[src/rtl/aes_core_ctrl.sv]
// ----------------------------------------------------------------------------
// aes_core_ctrl
//
// Purpose:
//   Sequences an iterative AES round engine between the MM2S and S2MM
//   AXI-Stream paths of axi_aes. It collects a 5-word command from the MM2S
//   control stream (word 0 = mode, words 1..4 = 128-bit key, MSW first),
//   requests key expansion, then feeds one 128-bit MM2S beat per engine run
//   and returns each result on S2MM. A tlast handshake on S2MM closes the
//   frame, pulses aes_s2mm_eof_wr and returns to IDLE for a new command.
//
// Optional feature (compile-time macro):
//   AES_CTRL_TIMEOUT_EN - 8-bit watchdog in KEXP and RUN. On reaching
//                         C_TIMEOUT it sets ctrl_err and either moves on to
//                         BWAIT (KEXP) or emits a zero block (RUN).
//
// Ports:
//   m_axi_mm2s_aclk           in   sole clock
//   axi_reset                 in   synchronous, active-high reset
//   m_axis_mm2s_cntrl_*       in/out  command word stream (tdata/tvalid/tlast/tready)
//   m_axis_mm2s_*             in/out  input block stream (tdata/tkeep/tvalid/tlast/tready)
//   s_axis_s2mm_*             out/in  result block stream (tdata/tkeep/tvalid/tlast/tready)
//   core_key, core_decrypt    out  key and direction to the engine
//   core_key_load             out  1-cycle pulse: start key expansion
//   core_key_ready            in   level: key expansion complete
//   core_din, core_start      out  block and 1-cycle start pulse to the engine
//   core_dout, core_done      in   engine result, valid during the done pulse
//   aes_s2mm_eof_wr           out  1-cycle pulse per S2MM tlast handshake
//   ctrl_busy                 out  high in every state except IDLE
//   ctrl_err                  out  sticky error, cleared by reset only
//   ctrl_blk_cnt              out  blocks completed since reset (wraps)
// ----------------------------------------------------------------------------
module aes_core_ctrl #(
    parameter int C_M_AXIS_MM2S_TDATA_WIDTH       = 128,
    parameter int C_M_AXIS_MM2S_CNTRL_TDATA_WIDTH = 32,
    parameter int C_TIMEOUT                       = 255
) (
    input  logic                                       m_axi_mm2s_aclk,
    input  logic                                       axi_reset,
    // control (command) stream
    input  logic [C_M_AXIS_MM2S_CNTRL_TDATA_WIDTH-1:0] m_axis_mm2s_cntrl_tdata,
    input  logic                                       m_axis_mm2s_cntrl_tvalid,
    input  logic                                       m_axis_mm2s_cntrl_tlast,
    output logic                                       m_axis_mm2s_cntrl_tready,
    // input block stream
    input  logic [C_M_AXIS_MM2S_TDATA_WIDTH-1:0]       m_axis_mm2s_tdata,
    input  logic [C_M_AXIS_MM2S_TDATA_WIDTH/8-1:0]     m_axis_mm2s_tkeep,
    input  logic                                       m_axis_mm2s_tvalid,
    input  logic                                       m_axis_mm2s_tlast,
    output logic                                       m_axis_mm2s_tready,
    // result block stream
    output logic [C_M_AXIS_MM2S_TDATA_WIDTH-1:0]       s_axis_s2mm_tdata,
    output logic [C_M_AXIS_MM2S_TDATA_WIDTH/8-1:0]     s_axis_s2mm_tkeep,
    output logic                                       s_axis_s2mm_tvalid,
    output logic                                       s_axis_s2mm_tlast,
    input  logic                                       s_axis_s2mm_tready,
    // round engine
    output logic [127:0]                               core_key,
    output logic                                       core_decrypt,
    output logic                                       core_key_load,
    input  logic                                       core_key_ready,
    output logic [C_M_AXIS_MM2S_TDATA_WIDTH-1:0]       core_din,
    output logic                                       core_start,
    input  logic [C_M_AXIS_MM2S_TDATA_WIDTH-1:0]       core_dout,
    input  logic                                       core_done,
    // status
    output logic                                       aes_s2mm_eof_wr,
    output logic                                       ctrl_busy,
    output logic                                       ctrl_err,
    output logic [15:0]                                ctrl_blk_cnt
);

    // ------------------------------------------------------------------
    // Parameter legality
    // ------------------------------------------------------------------
    if (C_M_AXIS_MM2S_TDATA_WIDTH != 128) begin : g_bad_tdata_width
        $error("aes_core_ctrl: C_M_AXIS_MM2S_TDATA_WIDTH must be 128");
    end
    if (C_M_AXIS_MM2S_CNTRL_TDATA_WIDTH != 32) begin : g_bad_cntrl_width
        $error("aes_core_ctrl: C_M_AXIS_MM2S_CNTRL_TDATA_WIDTH must be 32");
    end
    if (C_TIMEOUT < 1 || C_TIMEOUT > 255) begin : g_bad_timeout
        $error("aes_core_ctrl: C_TIMEOUT must fit the 8-bit watchdog (1..255)");
    end

    localparam int DW = C_M_AXIS_MM2S_TDATA_WIDTH;
    localparam int KW = C_M_AXIS_MM2S_TDATA_WIDTH / 8;

    // ------------------------------------------------------------------
    // FSM encoding
    // ------------------------------------------------------------------
    localparam logic [2:0] S_IDLE  = 3'd0;
    localparam logic [2:0] S_CMD   = 3'd1;
    localparam logic [2:0] S_DRAIN = 3'd2;
    localparam logic [2:0] S_KEXP  = 3'd3;
    localparam logic [2:0] S_BWAIT = 3'd4;
    localparam logic [2:0] S_RUN   = 3'd5;
    localparam logic [2:0] S_OUT   = 3'd6;

    // ------------------------------------------------------------------
    // Registers
    // ------------------------------------------------------------------
    logic [2:0]    r_state;
    logic [2:0]    r_widx;          // index of the next command word in CMD
    logic [95:0]   r_key_sh;        // key words 1..3 staged until the command completes
    logic          r_cntrl_tready;
    logic          r_mm2s_tready;
    logic [DW-1:0] r_s2mm_tdata;
    logic [KW-1:0] r_s2mm_tkeep;
    logic          r_s2mm_tvalid;
    logic          r_s2mm_tlast;
    logic [127:0]  r_core_key;
    logic          r_decrypt;
    logic          r_key_load;
    logic [DW-1:0] r_core_din;
    logic          r_core_start;
    logic          r_eof;
    logic          r_busy;
    logic          r_err;
    logic [15:0]   r_blk_cnt;

    // ------------------------------------------------------------------
    // Wires
    // ------------------------------------------------------------------
    logic       w_cmd_hs;
    logic       w_in_hs;
    logic       w_out_hs;
    logic       w_key_rdy;
    logic       w_tmo;
    logic [2:0] w_next;

    // ------------------------------------------------------------------
    // Optional watchdog
    // ------------------------------------------------------------------
`ifdef AES_CTRL_TIMEOUT_EN
    localparam logic [7:0] TMO_LIMIT = 8'(C_TIMEOUT);

    logic [7:0] r_tmo;

    assign w_tmo = (r_tmo == TMO_LIMIT);

    // Counts cycles spent continuously in KEXP or RUN; any exit restarts it.
    always_ff @(posedge m_axi_mm2s_aclk) begin
        if (axi_reset) begin
            r_tmo <= '0;
        end else if ((r_state == S_KEXP || r_state == S_RUN) && (w_next == r_state)) begin
            r_tmo <= r_tmo + 8'd1;
        end else begin
            r_tmo <= '0;
        end
    end
`else
    assign w_tmo = 1'b0;
`endif

    // ------------------------------------------------------------------
    // Next-state logic
    // ------------------------------------------------------------------
    always_comb begin
        w_cmd_hs  = m_axis_mm2s_cntrl_tvalid & r_cntrl_tready;
        w_in_hs   = m_axis_mm2s_tvalid & r_mm2s_tready;
        w_out_hs  = r_s2mm_tvalid & s_axis_s2mm_tready;
        // key_ready is a level and may still show the previous key while the
        // load pulse is on the wire, so it is not trusted in that cycle.
        w_key_rdy = core_key_ready & ~r_key_load;
        w_next    = r_state;

        case (r_state)
            S_IDLE: begin
                if (w_cmd_hs) begin
                    w_next = m_axis_mm2s_cntrl_tlast ? S_IDLE : S_CMD;
                end
            end
            S_CMD: begin
                if (w_cmd_hs) begin
                    if (m_axis_mm2s_cntrl_tlast) begin
                        w_next = (r_widx == 3'd4) ? S_KEXP : S_IDLE;
                    end else if (r_widx == 3'd4) begin
                        w_next = S_DRAIN;
                    end
                end
            end
            S_DRAIN: begin
                if (w_cmd_hs && m_axis_mm2s_cntrl_tlast) begin
                    w_next = S_KEXP;
                end
            end
            S_KEXP: begin
                if (w_key_rdy || w_tmo) begin
                    w_next = S_BWAIT;
                end
            end
            S_BWAIT: begin
                if (w_in_hs) begin
                    w_next = S_RUN;
                end
            end
            S_RUN: begin
                if (core_done || w_tmo) begin
                    w_next = S_OUT;
                end
            end
            S_OUT: begin
                if (w_out_hs) begin
                    w_next = r_s2mm_tlast ? S_IDLE : S_BWAIT;
                end
            end
            default: begin
                w_next = S_IDLE;
            end
        endcase
    end

    // ------------------------------------------------------------------
    // State and datapath registers
    // ------------------------------------------------------------------
    always_ff @(posedge m_axi_mm2s_aclk) begin
        if (axi_reset) begin
            r_state        <= S_IDLE;
            r_widx         <= '0;
            r_key_sh       <= '0;
            r_cntrl_tready <= 1'b0;
            r_mm2s_tready  <= 1'b0;
            r_s2mm_tdata   <= '0;
            r_s2mm_tkeep   <= '0;
            r_s2mm_tvalid  <= 1'b0;
            r_s2mm_tlast   <= 1'b0;
            r_core_key     <= '0;
            r_decrypt      <= 1'b0;
            r_key_load     <= 1'b0;
            r_core_din     <= '0;
            r_core_start   <= 1'b0;
            r_eof          <= 1'b0;
            r_busy         <= 1'b0;
            r_err          <= 1'b0;
            r_blk_cnt      <= '0;
        end else begin
            r_state <= w_next;

            // Ready/busy flags follow the state being entered so they are
            // registered yet exact on the first cycle of each state.
            r_cntrl_tready <= (w_next == S_IDLE) || (w_next == S_CMD) || (w_next == S_DRAIN);
            r_mm2s_tready  <= (w_next == S_BWAIT);
            r_busy         <= (w_next != S_IDLE);

            r_key_load   <= 1'b0;
            r_core_start <= 1'b0;
            r_eof        <= 1'b0;

            case (r_state)
                S_IDLE: begin
                    if (w_cmd_hs) begin
                        r_decrypt <= m_axis_mm2s_cntrl_tdata[0];
                        r_widx    <= 3'd1;
                        if (m_axis_mm2s_cntrl_tlast) begin
                            r_err <= 1'b1;
                        end
                    end
                end
                S_CMD: begin
                    if (w_cmd_hs) begin
                        // The visible key is only replaced once word 4 arrives,
                        // so a truncated command leaves the old key intact.
                        case (r_widx)
                            3'd1:    r_key_sh[95:64] <= m_axis_mm2s_cntrl_tdata;
                            3'd2:    r_key_sh[63:32] <= m_axis_mm2s_cntrl_tdata;
                            3'd3:    r_key_sh[31:0]  <= m_axis_mm2s_cntrl_tdata;
                            3'd4:    r_core_key      <= {r_key_sh, m_axis_mm2s_cntrl_tdata};
                            default: ;
                        endcase
                        r_widx <= r_widx + 3'd1;
                        if (m_axis_mm2s_cntrl_tlast) begin
                            if (r_widx == 3'd4) begin
                                r_key_load <= 1'b1;
                            end else begin
                                r_err <= 1'b1;
                            end
                        end
                    end
                end
                S_DRAIN: begin
                    // Over-long command: the key is already committed and is used.
                    if (w_cmd_hs && m_axis_mm2s_cntrl_tlast) begin
                        r_err      <= 1'b1;
                        r_key_load <= 1'b1;
                    end
                end
                S_KEXP: begin
                    if (w_tmo && !w_key_rdy) begin
                        r_err <= 1'b1;
                    end
                end
                S_BWAIT: begin
                    if (w_in_hs) begin
                        r_core_din   <= m_axis_mm2s_tdata;
                        r_s2mm_tkeep <= m_axis_mm2s_tkeep;
                        r_s2mm_tlast <= m_axis_mm2s_tlast;
                        r_core_start <= 1'b1;
                    end
                end
                S_RUN: begin
                    if (core_done) begin
                        r_s2mm_tdata  <= core_dout;
                        r_s2mm_tvalid <= 1'b1;
                    end else if (w_tmo) begin
                        // Engine never answered: emit a zero block so the
                        // frame still closes with its original tlast.
                        r_s2mm_tdata  <= '0;
                        r_s2mm_tvalid <= 1'b1;
                        r_err         <= 1'b1;
                    end
                end
                S_OUT: begin
                    if (w_out_hs) begin
                        r_s2mm_tvalid <= 1'b0;
                        r_blk_cnt     <= r_blk_cnt + 16'd1;
                        if (r_s2mm_tlast) begin
                            r_eof <= 1'b1;
                        end
                    end
                end
                default: ;
            endcase

            // An engine result with no block in flight is a protocol fault.
            if (core_done && (r_state != S_RUN)) begin
                r_err <= 1'b1;
            end
        end
    end

    // ------------------------------------------------------------------
    // Outputs
    // ------------------------------------------------------------------
    assign m_axis_mm2s_cntrl_tready = r_cntrl_tready;
    assign m_axis_mm2s_tready       = r_mm2s_tready;
    assign s_axis_s2mm_tdata        = r_s2mm_tdata;
    assign s_axis_s2mm_tkeep        = r_s2mm_tkeep;
    assign s_axis_s2mm_tvalid       = r_s2mm_tvalid;
    assign s_axis_s2mm_tlast        = r_s2mm_tlast;
    assign core_key                 = r_core_key;
    assign core_decrypt             = r_decrypt;
    assign core_key_load            = r_key_load;
    assign core_din                 = r_core_din;
    assign core_start               = r_core_start;
    assign aes_s2mm_eof_wr          = r_eof;
    assign ctrl_busy                = r_busy;
    assign ctrl_err                 = r_err;
    assign ctrl_blk_cnt             = r_blk_cnt;

endmodule

[config.mk]
export PLATFORM = sky130hd
export DESIGN_NAME = aes_core_ctrl
export DESIGN_NICKNAME = d
export VERILOG_FILES = /design/src/rtl/aes_core_ctrl.sv
export SDC_FILE = /design/constraint.sdc
export NUM_CORES = 1
export LEC_CHECK = 0
export ABC_AREA = 1
export BUFFER_PORTS_ARGS = -buffer_cell sky130_fd_sc_hd__buf_2
export CAP_MARGIN = 40
export CORE_AREA = 2 2 286 288
export CTS_BUF_LIST = sky130_fd_sc_hd__clkbuf_8
export DETAILED_ROUTE_END_ITERATION = 12
export DIE_AREA = 0 0 288 290
export HOLD_SLACK_MARGIN = 0.08
export PLACE_DENSITY = 0.48
export SYNTH_ARGS = -nofsm -noshare
export SYNTH_HDL_FRONTEND = slang
export SYNTH_SLANG_ARGS = --single-unit
[constraint.sdc]
create_clock -name m_axi_mm2s_aclk -period 5.45 [get_ports m_axi_mm2s_aclk]
set_clock_uncertainty 0.2 [all_clocks]
set_input_delay 0.2725 -clock m_axi_mm2s_aclk [delete_from_list [all_inputs] [get_ports m_axi_mm2s_aclk]]
set_output_delay 0.2725 -clock m_axi_mm2s_aclk [all_outputs]
set_load 0.03 [all_outputs]
==> run summary <==
die area -> 0.0835 mm2
Setup TNS -> 0 ps
leakage power -> 12.5 nW
RR Endpoint -> s_axis_s2mm_tkeep[10]
grt ovf -> 0
die height -> 290 um
max incr delay on CP -> 740 ps
Yosys top cell area share -> 57.3%
relative slew slack -> 42.1%
WP depth -> 7
multiplexer area fraction after synthesis -> 0%
worst reg2reg setup slack -> 2210 ps
top cell type by total area after synthesis -> dfxtp_1
H-Tree Depth -> 3
Hold WS -> 172 ps
crit path kind -> flip-flop to flip-flop
area delta synth->final -> 54.1%
crit path from -> r_state[0]
Die Wd -> 288 um
layout cells sized above 1 -> 25.8%
Buf/Inv on CP -> 3
Final Hold Vio Count -> 0
status -> finished, final reports clean
multi-input logic area -> 0.00690 mm2
Fillers -> 8686
Synth Area in Compound Gates -> 16.2%
Via Count -> 19200
hpwl dp -> 48800 um
gr usage total -> 16.6%
setup violators final -> 0
Hold WC Path Type -> input port to flip-flop
ys async rst share -> 0%
Crit. End Element -> flip-flop
Max Root-Sink Buffers -> 3
Post-Route WL -> 72500 um
Seq. cell area -> 0.0106 mm2
row count -> 104
sequential cell area fraction in the yosys report -> 57.3%
Syn Nets -> 2685
area share of and/or/nand/nor cells after synthesis -> 20.7%
CTS root buf -> clkbuf_8
synth unique cells -> 27
CP max FO -> 86
main combinational cell family by area after synthesis -> simple AND/OR/NAND/NOR gates
drt via density -> 4.22
routability cong. -> 0.849
Min Clock Period, post-route -> 3240 ps
wire length per cell -> 16.0 um
max_cap viols -> 0
I/O Pins -> 739
antenna viol nets, final -> 0
Post-Synthesis Cell Area -> 0.0184 mm2
slowest CP cell -> buf_4
FF-to-FF Start -> r_state[0]
area share of fa/ha/maj cells after synthesis -> 0.407%
synthesis-stage register bit count -> 528
Avg Inst Size Synth -> 7.79 um2
first-pass GRT wire length -> 110000 um
Core ar. -> 0.0802 mm2
Post-synth EDFFs -> 0
Worst Path Arrival -> 3630 ps
Worst-path clk slew -> 60 ps
layout net count -> 3732
vias in the first global route -> 19000
Max Clock Freq -> 0.309 GHz
Post-Synth XOR/XNOR Area -> 0%
CTS Buf Count -> 96
drt first pass iters -> 5
most instantiated cells after synthesis -> nor2_1 (649), dfxtp_1 (528), o21ai_0 (338)
Hold Path Depth -> 4
Cell Pwr Density -> 281 mW/mm2
Skew-Pair Late Insertion Delay -> 680 ps
Post-CTS Setup Bufs -> 0
Tightest Pin Transition -> 868 ps
CP required -> 5840 ps
DRC Markers -> 0
Max Slew Vio Count -> 0
Synth Warn # -> 0
CTS tree -> yes
VDD IR max -> 0.173 mV
CP top delay family -> buffers and inverters
crit path to -> s_axis_s2mm_tkeep[10]
1st-iter DRT viols -> 843
largest net degree at the start of global routing -> 158
clock sink count -> 528
starting density of the core -> 23.0%
worst-path cell chain -> nor2_1 > nand4_1 > buf_4 > buf_4 > o21ai_0 > nor2_1 > dlygate4sd3_1
Most used DFF post-synth -> dfxtp_1
Synth Instances -> 2366
period utilization -> 59.4%
initial antenna violation count -> 7
post-CTS resize count -> 0
Worst R2R Path Depth -> 7
count leader, synth -> nor2_1
IO Port Bufs -> 738
RSZ-0062 raised after global routing -> no
Worst setup SP type -> flip-flop
largest cells by area after synthesis -> dfxtp_1 (57%), nor2_1 (13%), o21ai_0 (9.2%)
cell families after synthesis:
family	Yosys count
flip-flops	528
adder cells (fa/ha/maj)	6
AO/OA/AOI/OAI	596
buffers and inverters	238
AND/OR/NAND/NOR	998
worst min-delay path by stage:
| stage | from | to | slack, ps |
|---|---|---|---|
| after floorplan | m_axis_mm2s_tlast | s_axis_s2mm_tlast | 210 |
| after detailed placement | r_key_sh[36] | core_key[68] | 240 |
| final | core_dout[96] | s_axis_s2mm_tdata[96] | 170 |
| after global placement | core_decrypt | core_decrypt | 240 |
| after global routing | core_dout[96] | s_axis_s2mm_tdata[96] | 130 |
| after CTS | core_dout[125] | s_axis_s2mm_tdata[125] | 80 |
registers in the layout (all words and copies together) (netlist names):
register	cells
core_din	128
core_key	128
s_axis_s2mm_tdata	128
r_key_sh	96
ctrl_blk_cnt	16
s_axis_s2mm_tkeep	16
r_state	3
r_widx	3
aes_s2mm_eof_wr	1
core_decrypt	1
core_key_load	1
core_start	1
ctrl_busy	1
ctrl_err	1
m_axis_mm2s_cntrl_tready	1
m_axis_mm2s_tready	1
s_axis_s2mm_tlast	1
s_axis_s2mm_tvalid	1
timing repair:
action | CTS | global route
setup endpoints to repair | 0 | 0
hold endpoints to repair | 417 | 0
hold buffers | 355 | 0
per-stage QoR:
stage	worst slack (ps)	utilization [%]	instance area, um2	power (mW)	instances
finish	2210	35.5	28400	7.98	4541
global route	1930	35.4	28400	8.34	4536
CTS	2120	35.4	28400	8.12	4534
detailed placement	2650	28.7	23000	4.24	4020
global placement	2720	28.6	22900	4.24	4017
floorplan	3600	-	18400	4.07	2366
placed cells by master (no fill, tap or decap), types with 2 or more instances in the layout:
master	synthesis	routed
nand2_1	322	322
nand4_1	5	5
diode_2	0	7
nand3_2	3	3
clkinv_2	0	4
ha_1	6	6
clkbuf_8	0	112
nand3b_1	2	2
inv_1	67	103
o21ai_0	338	338
inv_2	8	5
buf_4	2	14
nor3b_1	2	2
nand3_1	8	7
buf_16	0	3
clkinv_8	0	2
a21oi_1	210	210
inv_8	0	2
o21ai_1	43	43
dlygate4sd3_1	0	355
nor3_1	4	4
dfxtp_1	528	528
nor2_1	649	649
nand2_2	2	2
buf_12	0	3
buf_2	61	737
inv_4	0	2
layer usage:
layer,vias up,track usage [%],routed length (um)
met4,0,6.09,2250
met3,149,5.41,5600
met5,-,0,0
li1,9708,-,-
met1,8706,20.0,30900
met2,591,27.5,33700
worst min-delay path, stage by stage:
cell and delay (ps):
dlygate4sd3_1 520, buf_2 90, nand2_1 40, a21oi_1 100
where the power goes:
group / total [mW] / internal (mW) / leakage, nW / switching [mW]
Sequential: 3.87 / 3.87 / 4.25 / 0.00450
Combinational: 0.472 / 0.265 / 7.23 / 0.207
Clock: 3.63 / 1.91 / 1.07 / 1.72
Total: 7.98 / 6.04 / 12.5 / 1.93
area by class of cell:
type	count	share of cell area [%]
clock inverter	47	0.960
clock buffer	112	5.42
inverter	75	1.04
tap	1060	4.67
multi-input combinational	1600	24.3
antenna	7	0.0616
timing repair buffer	1112	26.4
sequential	528	37.2
(Power assumes the default switching activity.)
